$ cat config.mk
export PLATFORM = sky130hd
export DESIGN_NAME = cmos_capture_win
export DESIGN_NICKNAME = d
export VERILOG_FILES = /design/src/rtl/cmos_capture_win.sv
export SDC_FILE = /design/constraint.sdc
export NUM_CORES = 1
export LEC_CHECK = 0
export ABC_AREA = 1
export BUFFER_PORTS_ARGS = -buffer_cell sky130_fd_sc_hd__buf_2
export CORE_AREA = 2 2 105 107
export CTS_CLUSTER_DIAMETER = 80
export DETAILED_ROUTE_END_ITERATION = 10
export DIE_AREA = 0 0 107 109
export PLACE_DENSITY_LB_ADDON = 0.15
export SLEW_MARGIN = 10
export SYNTH_ARGS = -nofsm -noshare
export SYNTH_HDL_FRONTEND = slang
export SYNTH_SLANG_ARGS = --single-unit
$ cat constraint.sdc
create_clock -name iCLK -period 4.2 [get_ports iCLK]
set_input_delay 0.42 -clock iCLK [delete_from_list [all_inputs] [get_ports iCLK]]
set_output_delay 0.42 -clock iCLK [all_outputs]
set_load 0.01 [all_outputs]
$ cat src/rtl/cmos_capture_win.sv
// DVP byte-stream capture: pixel assembly, frame-skip gate, crop window,
// per-frame line/pixel statistics and sticky partial-pixel error.
module cmos_capture_win #(
    parameter int IN_W          = 8,
    parameter int BYTES_PER_PIX = 2,
    parameter int BYTE_SWAP     = 0,
    parameter int SKIP_FRAMES   = 12,
    parameter int CNT_W         = 12,
    parameter int X_START       = 0,
    parameter int X_END         = 639,
    parameter int Y_START       = 0,
    parameter int Y_END         = 479
) (
    input  logic                          iCLK,
    input  logic                          iRST_N,
    input  logic                          iInit_Done,
    input  logic                          iVSYNC,
    input  logic                          iHREF,
    input  logic [IN_W-1:0]               iDATA,
    output logic [IN_W*BYTES_PER_PIX-1:0] oDATA,
    output logic                          oVALID,
    output logic                          oSOF,
    output logic                          oEOL,
    output logic [CNT_W-1:0]              oX,
    output logic [CNT_W-1:0]              oY,
    output logic                          oARMED,
    output logic [CNT_W-1:0]              oLINE_LEN,
    output logic [CNT_W-1:0]              oLINES,
    output logic [7:0]                    oFRAME_CNT,
    output logic                          oERR_PARTIAL
);

    localparam int PW = IN_W * BYTES_PER_PIX;
    localparam int BW = (BYTES_PER_PIX > 1) ? $clog2(BYTES_PER_PIX) : 1;
    localparam logic [BW-1:0]    LAST = BW'(BYTES_PER_PIX - 1);
    localparam logic [CNT_W-1:0] XS   = CNT_W'(X_START);
    localparam logic [CNT_W-1:0] XE   = CNT_W'(X_END);
    localparam logic [CNT_W-1:0] YS   = CNT_W'(Y_START);
    localparam logic [CNT_W-1:0] YE   = CNT_W'(Y_END);
    localparam logic [9:0]       SKIP = {2'b01, 8'(SKIP_FRAMES)};

    logic             href_q, vsync_q;
    logic [BW-1:0]    idx_q, idx_d;
    logic [PW-1:0]    pix_q, pix_d;
    logic [CNT_W-1:0] x_q, x_d, y_q, y_d;
    logic [PW-1:0]    data_q, data_d;
    logic             valid_q, valid_d, sof_q, sof_d, eol_q, eol_d;
    logic [CNT_W-1:0] ox_q, ox_d, oy_q, oy_d;
    logic             armed_q, armed_d, farm_q, farm_d;
    logic [7:0]       skip_q, skip_d, fcnt_q, fcnt_d;
    logic [CNT_W-1:0] len_q, len_d, lines_q, lines_d;
    logic             err_q, err_d;

    logic line_end, frame_end, active, done, in_x, in_y, emit;

    assign line_end  = href_q & ~iHREF;
    assign frame_end = ~vsync_q & iVSYNC;
    assign active    = ~iVSYNC & iHREF;
    assign done      = active && (idx_q == LAST);
    // Leading 1 keeps the lower-bound compares meaningful when the start is 0
    assign in_x = ({1'b1, x_q} >= {1'b1, XS}) && (x_q <= XE);
    assign in_y = ({1'b1, y_q} >= {1'b1, YS}) && (y_q <= YE);
    assign emit = done && armed_q && iInit_Done && in_x && in_y;

    always_comb begin
        idx_d   = '0;
        pix_d   = pix_q;
        x_d     = x_q;
        y_d     = y_q;
        data_d  = data_q;
        valid_d = 1'b0;
        sof_d   = sof_q;
        eol_d   = eol_q;
        ox_d    = ox_q;
        oy_d    = oy_q;
        armed_d = armed_q;
        farm_d  = farm_q;
        skip_d  = skip_q;
        fcnt_d  = fcnt_q;
        len_d   = len_q;
        lines_d = lines_q;
        err_d   = err_q;

        if (active) begin
            idx_d = done ? '0 : idx_q + 1'b1;
            for (int i = 0; i < BYTES_PER_PIX; i++) begin
                if (idx_q == BW'((BYTE_SWAP != 0) ? i : BYTES_PER_PIX - 1 - i))
                    pix_d[i*IN_W +: IN_W] = iDATA;
            end
        end

        if (done && (x_q != '1))
            x_d = x_q + 1'b1;

        if (emit) begin
            valid_d = 1'b1;
            data_d  = pix_d;
            ox_d    = x_q - XS;
            oy_d    = y_q - YS;
            sof_d   = (x_q == XS) && (y_q == YS);
            eol_d   = (x_q == XE);
        end

        if (line_end) begin
            x_d = '0;
            if (x_q != '0) begin
                len_d = x_q;
                if (y_q != '1)
                    y_d = y_q + 1'b1;
            end
            if (idx_q != '0)
                err_d = 1'b1;
        end

        // Line accounting above runs first so a coincident line end is counted
        if (frame_end) begin
            lines_d = y_d;
            y_d     = '0;
            if (farm_q && iInit_Done)
                fcnt_d = fcnt_q + 1'b1;
        end

        if (!iInit_Done) begin
            skip_d  = '0;
            armed_d = 1'b0;
            farm_d  = 1'b0;
        end else if (frame_end) begin
            if (!armed_q) begin
                if (skip_q != 8'hFF)
                    skip_d = skip_q + 1'b1;
                if ({2'b01, skip_q} + 10'd1 >= SKIP)
                    armed_d = 1'b1;
            end
            farm_d = armed_d;
        end
    end

    always_ff @(posedge iCLK or negedge iRST_N) begin
        if (!iRST_N) begin
            href_q  <= 1'b0;
            vsync_q <= 1'b0;
            idx_q   <= '0;
            pix_q   <= '0;
            x_q     <= '0;
            y_q     <= '0;
            data_q  <= '0;
            valid_q <= 1'b0;
            sof_q   <= 1'b0;
            eol_q   <= 1'b0;
            ox_q    <= '0;
            oy_q    <= '0;
            armed_q <= 1'b0;
            farm_q  <= 1'b0;
            skip_q  <= '0;
            fcnt_q  <= '0;
            len_q   <= '0;
            lines_q <= '0;
            err_q   <= 1'b0;
        end else begin
            href_q  <= iHREF;
            vsync_q <= iVSYNC;
            idx_q   <= idx_d;
            pix_q   <= pix_d;
            x_q     <= x_d;
            y_q     <= y_d;
            data_q  <= data_d;
            valid_q <= valid_d;
            sof_q   <= sof_d;
            eol_q   <= eol_d;
            ox_q    <= ox_d;
            oy_q    <= oy_d;
            armed_q <= armed_d;
            farm_q  <= farm_d;
            skip_q  <= skip_d;
            fcnt_q  <= fcnt_d;
            len_q   <= len_d;
            lines_q <= lines_d;
            err_q   <= err_d;
        end
    end

    assign oDATA        = data_q;
    assign oVALID       = valid_q;
    assign oSOF         = sof_q;
    assign oEOL         = eol_q;
    assign oX           = ox_q;
    assign oY           = oy_q;
    assign oARMED       = armed_q;
    assign oLINE_LEN    = len_q;
    assign oLINES       = lines_q;
    assign oFRAME_CNT   = fcnt_q;
    assign oERR_PARTIAL = err_q;

endmodule
==> impl_metrics.py <==
metrics = {
    "sta": {
        "fin_setup_tns_ps": 0,
        "setup_viol": 0,
        "timing.fmax_ghz": 0.438,
        "worst_slew_pin_slew_ps": 1100,
        "final.min_clock_period_ps": 2280,
        "drv_slew": 0,
        "layout_setup_ws_ps": 1920,
        "skew_ps": 13.7,
        "hold_viol_final": 0,
        "slew_headroom": 0.262,
        "finalCritPeriodShare": 0.544,
        "grt_setup_unrepaired": "false",
    },
    "synthesis": {
        "synth_area_leaders": "dfrtp_1 57%, nand2_1 14%, o21ai_0 4.2%, inv_1 4.0%, nand3_1 3.1%",
        "synth_flop_cell": "dfrtp_1",
        "ys_ff_latch": 128,
        "yosysMostFrequentCell": "nand2_1",
        "synth_warnings": 0,
        "synthTopCellsByCount": "207 x nand2_1, 128 x dfrtp_1, 61 x inv_1",
        "async_flop_share": 1.00,
        "yosysTopAreaCell": "dfrtp_1",
        "synth_top_area_frac": 0.565,
        "synth_cell_types": 35,
        "synth_nets": 667,
        "synth-seq-area-share": 0.565,
        "syn_area_per_cell_um2": 8.75,
        "synthesis.area_mm2": 0.00567,
        "synth_edf_count": 0,
        "synthCells": 648,
    },
    "place": {
        "preCtsSetupSlack_ps": 1700,
        "dp_hpwl_um": 8550,
        "port_buffers": 89,
        "placedCellCount": 863,
        "place_congestion": 0.877,
    },
    "finish": {
        "drive_above_1_share": 0.204,
        "nNetsFinal": 761,
        "area_growth_pct": 19.1,
        "diodes": 0,
        "stdcell_count": 894,
    },
    "drt": {
        "routed_wl_um": 12300,
        "drcViolationCount": 0,
        "first_pass_iters": 5,
        "vias": 4537,
        "drtAntennaViolNets": 0,
        "drt-vias-per-instance": 5.07,
        "drt_iter0_drc": 318,
        "post_drt_wl_per_cell_um": 13.7,
    },
    "clock_tree": {
        "postCtsHoldBufs": 0,
        "cts_sinks": 128,
        "clk_path_buf_depth": 2,
        "cts_buffers": 17,
        "clkLatencyLatePin_ps": 530,
        "cts_root_buf": "clkbuf_8",
        "cts_tree": "yes",
        "ctsResizeCount": 0,
        "path_clk_slew_ps": 60,
        "cts_setup_buffers": 0,
        "cts-htree-levels": 4,
    },
    "hold_path": {
        "min_path_type": "in2async",
    },
    "floorplan": {
        "die_w_um": 107,
        "die_area_mm2": 0.0117,
        "ios": 90,
        "die_y_um": 109,
        "core_region_area_mm2": 0.0106,
        "initial_core_util": 0.535,
        "row_count": 38,
    },
    "setup_path": {
        "startpoint_type": "flip-flop",
        "crit_chain": "nand3_2 -> clkinv_4 -> nand3_1 -> nor2_1 -> nand2_2 -> inv_2 -> nand2_1 -> nand2_1",
        "crit_path_max_fanout": 65,
        "cp_common_cell": "nand2_1",
        "critPathKind": "reg2reg",
        "slowest_stage": "nand2_2",
        "endpoint_kind": "flip-flop",
        "required_ps": 4650,
        "critPathArrivalTime_ps": 2730,
        "rr_worst_depth": 8,
        "cpPeakStageDelay_ps": 630,
    },
    "pwr": {
        "ir_worst_vdd_mv": 0.248,
        "p_int_uw": 2210,
        "p_comb_frac": 0.069,
        "seq_power_share": 0.458,
        "p_switching_uw": 681,
        "swShare": 0.235,
        "p_leak_uw": 0.00360,
        "powerDensity_mw_per_mm2": 429,
        "p_clk_frac": 0.473,
    },
    "grt": {
        "grt_max_degree": 75,
        "grt_overflow": 0,
        "grt_pass1_vias": 4264,
        "grt_pass1_wl_um": 20000,
        "track_usage": 0.221,
        "antenna_found_initial": 0,
    },
    "status": {
        "status": "finished clean",
    },
    "flow_run": {
        "max_cap_violations": 0,
    },
}
-- per-stage QoR --
| step | total power, uW | hold slack, ps | instance area, um2 | utilization |
|---|---|---|---|---|
| CTS | 2920 | 40.0 | 6750 | 0.637 |
| detailed placement | 1550 | 460 | 6200 | 0.585 |
| global route | 3010 | 39.0 | 6750 | 0.637 |
| global placement | 1540 | 453 | 6200 | 0.585 |
| floorplan | 1460 | 124 | 5670 | - |
| finish | 2890 | 38.5 | 6750 | 0.637 |
-- critical path: cells and delay by family (launching register included) --
family                 cells  cell delay [ps]
buffers and inverters      2              550
DFF                        1              400
and+or+nand+nor            6             1240
-- logic make-up (layout without fill, tap and decap cells) --
kind of cell             count (synthesis)  after routing  share of synthesized area
XOR/XNOR                                14             14                     0.0216
AND/OR/NAND/NOR                        323            323                      0.244
buffers and inverters                   88            194                     0.0684
AO/OA/AOI/OAI                           82             82                     0.0748
flip-flops                             128            128                      0.565
multiplexers                             7              7                     0.0124
adder cells (fa/ha/maj)                  6              6                     0.0132
-- final timing paths --
| path | slack [ps] | to | start |
|---|---|---|---|
| worst max-delay path | 1920 | oDATA[7] | idx_q |
| worst min-delay path | 40 | oFRAME_CNT[7] | iRST_N |
| worst max register to register | 1920 | oDATA[7] | idx_q |
| worst min register to register | 470 | oFRAME_CNT[7] | oFRAME_CNT[7] |
| max in group asynchronous | 3250 | oLINES[1] | iRST_N |
| min in group iCLK | 60 | vsync_q | iVSYNC |
-- area by class of cell --
| type | instances | area (um2) |
|---|---|---|
| Fill cell | 909 | 3850 |
| Sequential cell | 128 | 3200 |
| Multi-Input combinational cell | 432 | 2080 |
| Timing Repair Buffer | 91 | 463 |
| Clock buffer | 20 | 435 |
| Inverter | 72 | 275 |
| Tap cell | 140 | 175 |
| Clock inverter | 11 | 116 |
-- sequential cells by signal, summed over array words and instances, names as in the netlist --
register and count:
pix_q 16, oX 12, oERR_PARTIAL 1, vsync_q 1, y_q 12, oLINE_LEN 12
idx_q 1, skip_q 8, oEOL 1, href_q 1, oFRAME_CNT 8, oVALID 1
oY 12, oDATA 16, oLINES 12, oSOF 1, x_q 12, farm_q 1
-- layout by cell type (no fill, tap or decap), types with 10 or more instances in the layout --
cell type / Yosys / routed
dfrtp_1: 128 / 128
nor2_1: 43 / 43
buf_2: 6 / 88
o21ai_0: 47 / 47
nand3_1: 35 / 35
o21ai_1: 17 / 17
a21oi_1: 12 / 12
nand2_1: 207 / 206
xor2_1: 12 / 12
inv_2: 10 / 10
inv_1: 61 / 61
clkbuf_16: 0 / 16
-- power by group through the flow --
stage / Clock (uW) / Combinational, uW / Sequential [uW]
floorplan: 0 / 101 / 1360
global placement: 0 / 197 / 1350
detailed placement: 0 / 202 / 1350
CTS: 1390 / 204 / 1330
global route: 1450 / 225 / 1330
finish: 1370 / 199 / 1330
-- layer usage --
metal | routed length (um) | vias to the layer above | share of wire | global-route usage
li1 | - | 2255 | - | -
met1 | 5500 | 2138 | 0.45 | 0.295
met2 | 6040 | 129 | 0.49 | 0.357
met3 | 563 | 15 | 0.046 | 0.0514
met4 | 161 | 0 | 0.013 | 0.0816
met5 | 0 | - | 0 | 0
Power figures use the tool's default switching activity.
